## src/rtl/reg_alu_pkg.sv

```systemverilog
// Shared opcodes, FSM encoding and default widths for the register-file
// execution sequencer.
package reg_alu_pkg;
  localparam int DEF_DW = 16;
  localparam int DEF_AW = 3;

  localparam logic [2:0] OP_ADD = 3'b000;
  localparam logic [2:0] OP_SUB = 3'b001;
  localparam logic [2:0] OP_AND = 3'b010;
  localparam logic [2:0] OP_OR  = 3'b011;
  localparam logic [2:0] OP_XOR = 3'b100;
  localparam logic [2:0] OP_SHL = 3'b101;
  localparam logic [2:0] OP_SHR = 3'b110;
  localparam logic [2:0] OP_MUL = 3'b111;

  typedef enum logic [1:0] {
    ST_IDLE = 2'd0,
    ST_READ = 2'd1,
    ST_EXEC = 2'd2,
    ST_WB   = 2'd3
  } state_t;

  // Shifts and multiply run on the iterative datapath; the rest finish in one EXEC cycle.
  function automatic logic is_iter(input logic [2:0] op);
    return (op == OP_SHL) || (op == OP_SHR) || (op == OP_MUL);
  endfunction
endpackage

```

## src/rtl/reg_alu_seq_if.sv

```systemverilog
// Request handshake plus register-file read/write ports of the sequencer.
interface reg_alu_seq_if #(
  parameter int DW = 16,
  parameter int AW = 3
);
  logic          start;
  logic [2:0]    op;
  logic [AW-1:0] src_a;
  logic [AW-1:0] src_b;
  logic [AW-1:0] dst;
  logic [DW-1:0] R;
  logic [DW-1:0] S;
  logic [AW-1:0] R_Adr;
  logic [AW-1:0] S_Adr;
  logic [AW-1:0] W_Adr;
  logic [DW-1:0] W;
  logic          we;
  logic          busy;
  logic          done;
  logic          zero;
  logic          carry;

  modport master (
    output start, op, src_a, src_b, dst, R, S,
    input  R_Adr, S_Adr, W_Adr, W, we, busy, done, zero, carry
  );

  modport slave (
    input  start, op, src_a, src_b, dst, R, S,
    output R_Adr, S_Adr, W_Adr, W, we, busy, done, zero, carry
  );
endinterface

```

## src/rtl/reg_alu_iter.sv

```systemverilog
// Iterative datapath: one-bit-per-cycle shifts and a 16-step shift-add multiply.
// result is the value after the current cycle's step, so the caller can
// register it on the same edge that ends the iteration.
module reg_alu_iter
  import reg_alu_pkg::*;
#(
  parameter int DW = DEF_DW
) (
  input  logic          clk,
  input  logic          reset,
  input  logic          load,
  input  logic [DW-1:0] a,
  input  logic [DW-1:0] b,
  input  logic [2:0]    mode,
  output logic [DW-1:0] result,
  output logic          last
);
  localparam int CW = $clog2(DW + 1);

  logic [DW-1:0] acc, acc_nxt;
  logic [DW-1:0] mcand, mcand_nxt;
  logic [DW-1:0] mplr;
  logic [CW-1:0] cnt;
  logic [2:0]    mode_q;

  always_ff @(posedge clk) begin
    if (reset) begin
      acc    <= '0;
      mcand  <= '0;
      mplr   <= '0;
      cnt    <= '0;
      mode_q <= OP_ADD;
    end else if (load) begin
      mode_q <= mode;
      if (mode == OP_MUL) begin
        acc   <= '0;
        mcand <= a;
        mplr  <= b;
        cnt   <= CW'(DW);
      end else begin
        acc   <= a;
        mcand <= '0;
        mplr  <= '0;
        cnt   <= CW'(b[3:0]);
      end
    end else begin
      acc   <= acc_nxt;
      mcand <= mcand_nxt;
      mplr  <= mplr >> 1;
      if (cnt != '0) cnt <= cnt - 1'b1;
    end
  end

  always_comb begin
    acc_nxt   = acc;
    mcand_nxt = mcand;
    if (cnt != '0) begin
      if (mode_q == OP_MUL) begin
        acc_nxt   = acc + (mplr[0] ? mcand : '0);
        mcand_nxt = mcand << 1;
      end else if (mode_q == OP_SHL) begin
        acc_nxt = acc << 1;
      end else begin
        acc_nxt = acc >> 1;
      end
    end
  end

  // A zero shift count still spends one EXEC cycle and passes A through.
  assign result = acc_nxt;
  assign last   = (cnt <= CW'(1));
endmodule

```

## src/rtl/reg_alu_seq.sv

```systemverilog
// Multi-cycle execution sequencer: reads two registers, runs a single-cycle
// ALU op or an iterative shift/multiply, and writes the result back.
module reg_alu_seq
  import reg_alu_pkg::*;
#(
  parameter int DW = DEF_DW,
  parameter int AW = DEF_AW
) (
  input  logic clk,
  input  logic reset,
  reg_alu_seq_if.slave bus
);
  state_t        state, nxt;
  logic [2:0]    op_q;
  logic [AW-1:0] dst_q;
  logic [AW-1:0] r_adr_q, s_adr_q, w_adr_q;
  logic [DW-1:0] a_q, b_q, w_q;
  logic          zero_q, carry_q;

  logic [DW:0]   alu_res;
  logic [DW-1:0] res;
  logic          res_carry;
  logic [DW-1:0] iter_res;
  logic          iter_last;
  logic          exec_end;

  reg_alu_iter #(.DW(DW)) u_iter (
    .clk    (clk),
    .reset  (reset),
    .load   (state == ST_READ),
    .a      (bus.R),
    .b      (bus.S),
    .mode   (op_q),
    .result (iter_res),
    .last   (iter_last)
  );

  always_ff @(posedge clk) begin
    if (reset) state <= ST_IDLE;
    else       state <= nxt;
  end

  assign exec_end = !is_iter(op_q) || iter_last;

  always_comb begin
    nxt = state;
    case (state)
      ST_IDLE: if (bus.start) nxt = ST_READ;
      ST_READ: nxt = ST_EXEC;
      ST_EXEC: if (exec_end) nxt = ST_WB;
      ST_WB:   nxt = ST_IDLE;
      default: nxt = ST_IDLE;
    endcase
  end

  always_comb begin
    bus.busy  = (state != ST_IDLE);
    bus.we    = (state == ST_WB);
    bus.done  = (state == ST_WB);
    bus.R_Adr = r_adr_q;
    bus.S_Adr = s_adr_q;
    bus.W_Adr = w_adr_q;
    bus.W     = w_q;
    bus.zero  = zero_q;
    bus.carry = carry_q;
  end

  // ADD/SUB run one bit wider so bit DW is the carry, or the borrow for A < B.
  always_comb begin
    alu_res = '0;
    case (op_q)
      OP_ADD:  alu_res = {1'b0, a_q} + {1'b0, b_q};
      OP_SUB:  alu_res = {1'b0, a_q} - {1'b0, b_q};
      OP_AND:  alu_res = {1'b0, a_q & b_q};
      OP_OR:   alu_res = {1'b0, a_q | b_q};
      OP_XOR:  alu_res = {1'b0, a_q ^ b_q};
      default: alu_res = '0;
    endcase
  end

  assign res       = is_iter(op_q) ? iter_res : alu_res[DW-1:0];
  assign res_carry = ((op_q == OP_ADD) || (op_q == OP_SUB)) ? alu_res[DW] : 1'b0;

  always_ff @(posedge clk) begin
    if (reset) begin
      op_q    <= OP_ADD;
      dst_q   <= '0;
      r_adr_q <= '0;
      s_adr_q <= '0;
      w_adr_q <= '0;
      a_q     <= '0;
      b_q     <= '0;
      w_q     <= '0;
      zero_q  <= 1'b0;
      carry_q <= 1'b0;
    end else begin
      case (state)
        ST_IDLE: if (bus.start) begin
          op_q    <= bus.op;
          dst_q   <= bus.dst;
          r_adr_q <= bus.src_a;
          s_adr_q <= bus.src_b;
        end
        ST_READ: begin
          a_q <= bus.R;
          b_q <= bus.S;
        end
        ST_EXEC: if (exec_end) begin
          w_adr_q <= dst_q;
          w_q     <= res;
          zero_q  <= (res == '0);
          carry_q <= res_carry;
        end
        default: ;
      endcase
    end
  end
endmodule
```

## src/flat_wrapper.sv

```systemverilog
// flat-port wrapper written by rule: the top's interface ports become plain ports
module reg_alu_seq_flat import reg_alu_pkg::*;
#(
  parameter int DW = DEF_DW,
  parameter int AW = DEF_AW
)
  (clk, reset, bus_start, bus_op, bus_src_a, bus_src_b, bus_dst, bus_R, bus_S, bus_R_Adr, bus_S_Adr, bus_W_Adr, bus_W, bus_we, bus_busy, bus_done, bus_zero, bus_carry);
  reg_alu_seq_if #(.DW(DW), .AW(AW)) bus_i ();
  input  logic clk;
  input  logic reset;
  input wire logic [$bits(bus_i.start)-1:0] bus_start;
  input wire logic [$bits(bus_i.op)-1:0] bus_op;
  input wire logic [$bits(bus_i.src_a)-1:0] bus_src_a;
  input wire logic [$bits(bus_i.src_b)-1:0] bus_src_b;
  input wire logic [$bits(bus_i.dst)-1:0] bus_dst;
  input wire logic [$bits(bus_i.R)-1:0] bus_R;
  input wire logic [$bits(bus_i.S)-1:0] bus_S;
  output wire logic [$bits(bus_i.R_Adr)-1:0] bus_R_Adr;
  output wire logic [$bits(bus_i.S_Adr)-1:0] bus_S_Adr;
  output wire logic [$bits(bus_i.W_Adr)-1:0] bus_W_Adr;
  output wire logic [$bits(bus_i.W)-1:0] bus_W;
  output wire logic [$bits(bus_i.we)-1:0] bus_we;
  output wire logic [$bits(bus_i.busy)-1:0] bus_busy;
  output wire logic [$bits(bus_i.done)-1:0] bus_done;
  output wire logic [$bits(bus_i.zero)-1:0] bus_zero;
  output wire logic [$bits(bus_i.carry)-1:0] bus_carry;
  assign bus_i.start = bus_start;
  assign bus_i.op = bus_op;
  assign bus_i.src_a = bus_src_a;
  assign bus_i.src_b = bus_src_b;
  assign bus_i.dst = bus_dst;
  assign bus_i.R = bus_R;
  assign bus_i.S = bus_S;
  assign bus_R_Adr = bus_i.R_Adr;
  assign bus_S_Adr = bus_i.S_Adr;
  assign bus_W_Adr = bus_i.W_Adr;
  assign bus_W = bus_i.W;
  assign bus_we = bus_i.we;
  assign bus_busy = bus_i.busy;
  assign bus_done = bus_i.done;
  assign bus_zero = bus_i.zero;
  assign bus_carry = bus_i.carry;
  reg_alu_seq #(.DW(DW), .AW(AW)) u_core (.clk(clk), .reset(reset), .bus(bus_i));
endmodule
```

## config.mk

```make
export PLATFORM = sky130hd
export DESIGN_NAME = reg_alu_seq_flat
export DESIGN_NICKNAME = d
export VERILOG_FILES = /design/src/rtl/reg_alu_pkg.sv /design/src/rtl/reg_alu_seq_if.sv /design/src/rtl/reg_alu_iter.sv /design/src/rtl/reg_alu_seq.sv /design/src/flat_wrapper.sv
export SDC_FILE = /design/constraint.sdc
export NUM_CORES = 1
export LEC_CHECK = 0
export BUFFER_PORTS_ARGS = -buffer_cell sky130_fd_sc_hd__buf_4
export CORE_ASPECT_RATIO = 1.25
export CORE_MARGIN = 2
export CORE_UTILIZATION = 40
export CTS_CLUSTER_DIAMETER = 40
export CTS_CLUSTER_SIZE = 12
export DETAILED_ROUTE_END_ITERATION = 8
export PLACE_DENSITY_LB_ADDON = 0.2
export SLEW_MARGIN = 20
export SYNTH_ARGS = -nofsm -noshare
export SYNTH_HDL_FRONTEND = slang
export SYNTH_SLANG_ARGS = --single-unit
```

## constraint.sdc

```tcl
create_clock -name clk -period 5 [get_ports clk]
set_input_delay 1.5 -clock clk [delete_from_list [all_inputs] [get_ports clk]]
set_output_delay 1.5 -clock clk [all_outputs]
set_load 0.01 [all_outputs]
```

==> reports/metrics.csv <==
stage,metric,value,unit
worst_setup_path,WS Path Type,reg2reg,
worst_setup_path,WP data required,5360,ps
status,status,completed,
clock_network,Clock Path Buffers,2,
logic_synthesis,#FFs+latches synth,123,
power_and_ir_drop,Lkg Pwr,3.80,nW
routing,DRT Pass-1 Iters,5,
hold_path,Hold WC Path Type,reg2reg,
global_route,number of global-route vias before repair,7050,
worst_setup_path,crit end category,flip-flop,
global_route,largest net degree at the start of global routing,77,
clock_network,Post-CTS Resized,0,
global_route,initial antenna violation count,0,
logic_synthesis,Synth top area share,30.1,%
final_layout,FILL cells,2067,
die,row cnt,58,
clock_network,TritonCTS clock tree,built,
routing,Antenna Violating Nets Remaining,0,
clock_network,Worst-path clk slew,60,ps
worst_setup_path,R2R Path Start,u_core.op_q[1],
logic_synthesis,"EDFF count, synth",0,
timing,Hold WS,441,ps
clock_network,postcts setup bufs,0,
final_layout,Area Growth Syn to Fin,15.9,%
power_and_ir_drop,maximum vdd drop,399,uV
worst_setup_path,R2R setup slack,990,ps
clock_network,CTS Hold Bufs,0,
timing,Tmin final,4010,ps
hold_path,Hold Path Origin,u_core.u_iter.mplr[3],
clock_network,Num CTS Buffers,17,
die,die height,164,um
routing,wire per inst,18.1,um
global_route,met3 Use GR,3.80,%
timing,Final Hold Fails,0,
die,initial core utilization,40.7,%
logic_synthesis,top_reg_cell synth,dfxtp_1,
routing,via/cell ratio,5.55,
placed_design,gpl congestion,0.981,
worst_setup_path,path depth of the worst reg2reg path,16,
logic_synthesis,syn nets,1176,
die,Die Area,21600,um^2
placed_design,I/O Buffers,76,
global_route,met2 GRT Util,38.8,%
global_route,gr usage total,22.8,%
timing,Setup Skew,8.29,ps
clock_network,clk_lat worst skew,420,ps
logic_synthesis,Mapped Cells,1056,
logic_synthesis,Netlist cell types,74,
global_route,grt ovf,0,
timing,fin crit share,80.1,%
timing,Slew Limit Fails,0,
final_layout,ANT cells,0,
global_route,layer with the highest usage,met2,
hold_path,Worst Hold End,u_core.u_iter.mplr[2],
die,Core Area,20100,um^2
global_route,GR Util met1,28.7,%
hold_path,Hold Crit Depth,2,
logic_synthesis,Syn Std Cell Area,8180,um^2
routing,Residual DRC,0,
die,IO Pins,77,
timing,aggregate negative setup slack,0,ps
final_layout,fin nets,1210,
final_layout,most frequent cells in the layout,"140 x nor2_1, 123 x dfxtp_1, 109 x nand2_1",
logic_synthesis,Synth async-reset ratio,0,%
routing,vias,7626,
logic_synthesis,top post-synthesis cells by area,"dfxtp_1 30%, ha_1 11%, nor2_1 6.5%",
placed_design,HPWL after detailed placement,18.2,mm
clock_network,clock tree sinks,123,
final_layout,"most common cell after layout, fill and taps aside",nor2_1,
worst_setup_path,FF-to-FF End,u_core.bus.zero,
worst_setup_path,critical path launch point type,flip-flop,
worst_setup_path,crit path max fanout,26,
logic_synthesis,synth warn,0,
power_and_ir_drop,PwrDens,613,nW/um^2
logic_synthesis,"Seq/Total Area, Yosys",30.1,%
timing,Worst slew margin,25.5,%
final_layout,layout cells sized above 1,12.5,%
timing,# setup viols final,0,
routing,DR iter-0 viols,535,
logic_synthesis,synthesized area per cell,7.75,um^2
clock_network,H-tree depth,4,
global_route,first-pass GRT wire length,38.7,mm
die,Die Wd,132,um
routing,Routed WL,24.9,mm
timing,Fmax,250,MHz
worst_setup_path,Worst EP arrival,4370,ps
timing,unrepaired setup endpoints after global routing,false,
clock_network,Root Driver,clkbuf_16,
timing,Worst-Margin Slew,1110,ps
flow_run,MaxCap Viol Count,0,
logic_synthesis,cell taking the most area after synthesis,dfxtp_1,
==> flip-flops by register name, indices dropped and copies added, names as in the netlist <==
signal / flops
u_core.a_q: 16
u_core.b_q: 16
u_core.bus.W: 16
u_core.u_iter.acc: 16
u_core.u_iter.mcand: 16
u_core.u_iter.mplr: 16
u_core.u_iter.cnt: 5
u_core.bus.R_Adr: 3
u_core.bus.S_Adr: 3
u_core.bus.W_Adr: 3
u_core.dst_q: 3
u_core.op_q: 3
u_core.u_iter.mode_q: 3
u_core.state: 2
u_core.bus.carry: 1
u_core.bus.zero: 1
==> cell usage after synthesis, types with 3 or more instances <==
| cell | n |
|---|---|
| clkbuf_1 | 49 |
| a211o_1 | 4 |
| a21o_1 | 5 |
| and2_1 | 19 |
| buf_1 | 10 |
| o31ai_1 | 8 |
| inv_1 | 50 |
| nor3_1 | 22 |
| nand4_1 | 7 |
| o21ai_1 | 4 |
| o22ai_1 | 13 |
| nor2_1 | 141 |
| o211ai_1 | 5 |
| o21a_1 | 7 |
| and3_1 | 10 |
| ha_1 | 71 |
| xor2_1 | 4 |
| xnor2_1 | 32 |
| dfxtp_1 | 123 |
| a31oi_1 | 39 |
| a311oi_1 | 4 |
| buf_2 | 11 |
| o21ai_0 | 22 |
| nor4_1 | 3 |
| mux2i_1 | 52 |
| a211oi_1 | 19 |
| a22oi_1 | 11 |
| nand2b_1 | 7 |
| or3_1 | 5 |
| nor2b_1 | 11 |
| a21oi_1 | 97 |
| o32a_1 | 3 |
| nand2_1 | 109 |
| nand3_1 | 28 |
==> worst max-delay path, cell delays in order (launching register included) <==
cell     delay [ps]
dfxtp_1         360
buf_4           310
nor2_1           80
buf_4           190
nand2_1         340
o21ai_0         230
fa_1            470
nor2b_1         200
o31a_2          240
mux2i_1          90
or3_1           360
a31oi_1         290
nand4_1         150
nor3b_2         180
nand4_1         120
nor4_2          150
a31o_1          160
==> stage by stage <==
stage          power, mW  instances  worst slack (ps)  util [%]  cell area (um^2)
6_report            5.82       1373               995      47.2              9480
5_1_grt             6.24       1373               669      47.2              9480
4_1_cts             5.83       1373               999      47.2              9480
3_5_place_dp        4.57       1341              1040      44.3              8900
3_3_place_gp        4.57       1341              1160      44.3              8900
2_1_floorplan       3.75       1056              1350         -              8180
==> area by class of cell <==
| class | instances | area [um^2] | area share [%] |
|---|---|---|---|
| clock inverter | 13 | 143 | 1.50 |
| tap | 270 | 338 | 3.56 |
| timing repair buffer | 88 | 661 | 6.97 |
| clock buffer | 19 | 443 | 4.67 |
| inverter | 51 | 191 | 2.02 |
| multi-input combinational | 809 | 5240 | 55.3 |
| sequential | 123 | 2460 | 26.0 |
==> power breakdown <==
group	leakage, nW	switching [mW]	internal (mW)
clock network	0.284	0.482	0.749
logic	2.51	1.90	1.28
registers	1.00	0.233	1.18
total	3.80	2.61	3.20
==> logic make-up after synthesis <==
group | Yosys count | synth area share [%]
AO/OA/AOI/OAI | 273 | 21.6
buffers and inverters | 124 | 6.04
flip-flops | 123 | 30.1
multiplexers | 52 | 6.36
XOR/XNOR | 36 | 3.85
adder cells (fa/ha/maj) | 73 | 11.3
AND/OR/NAND/NOR | 375 | 20.8
==> worst max path at each step <==
| stage | cells after the start | start | end | slack, ps |
|---|---|---|---|---|
| 6_report | 16 | u_core.op_q[1] | u_core.bus.zero | 990 |
| 4_1_cts | 16 | u_core.op_q[1] | u_core.bus.zero | 1000 |
| 3_3_place_gp | 16 | u_core.op_q[1] | u_core.bus.zero | 1160 |
| 2_1_floorplan | 18 | u_core.op_q[0] | u_core.bus.zero | 1350 |
| 5_1_grt | 16 | u_core.op_q[1] | u_core.bus.zero | 670 |
| 3_5_place_dp | 16 | u_core.op_q[1] | u_core.bus.zero | 1040 |
==> layer usage <==
metal / vias up / routed length, um
met1: 3616 / 11200
met3: 40 / 913
met5: - / 0
li1: 3794 / -
met4: 0 / 781
met2: 176 / 12000
(Power assumes the default switching activity.)
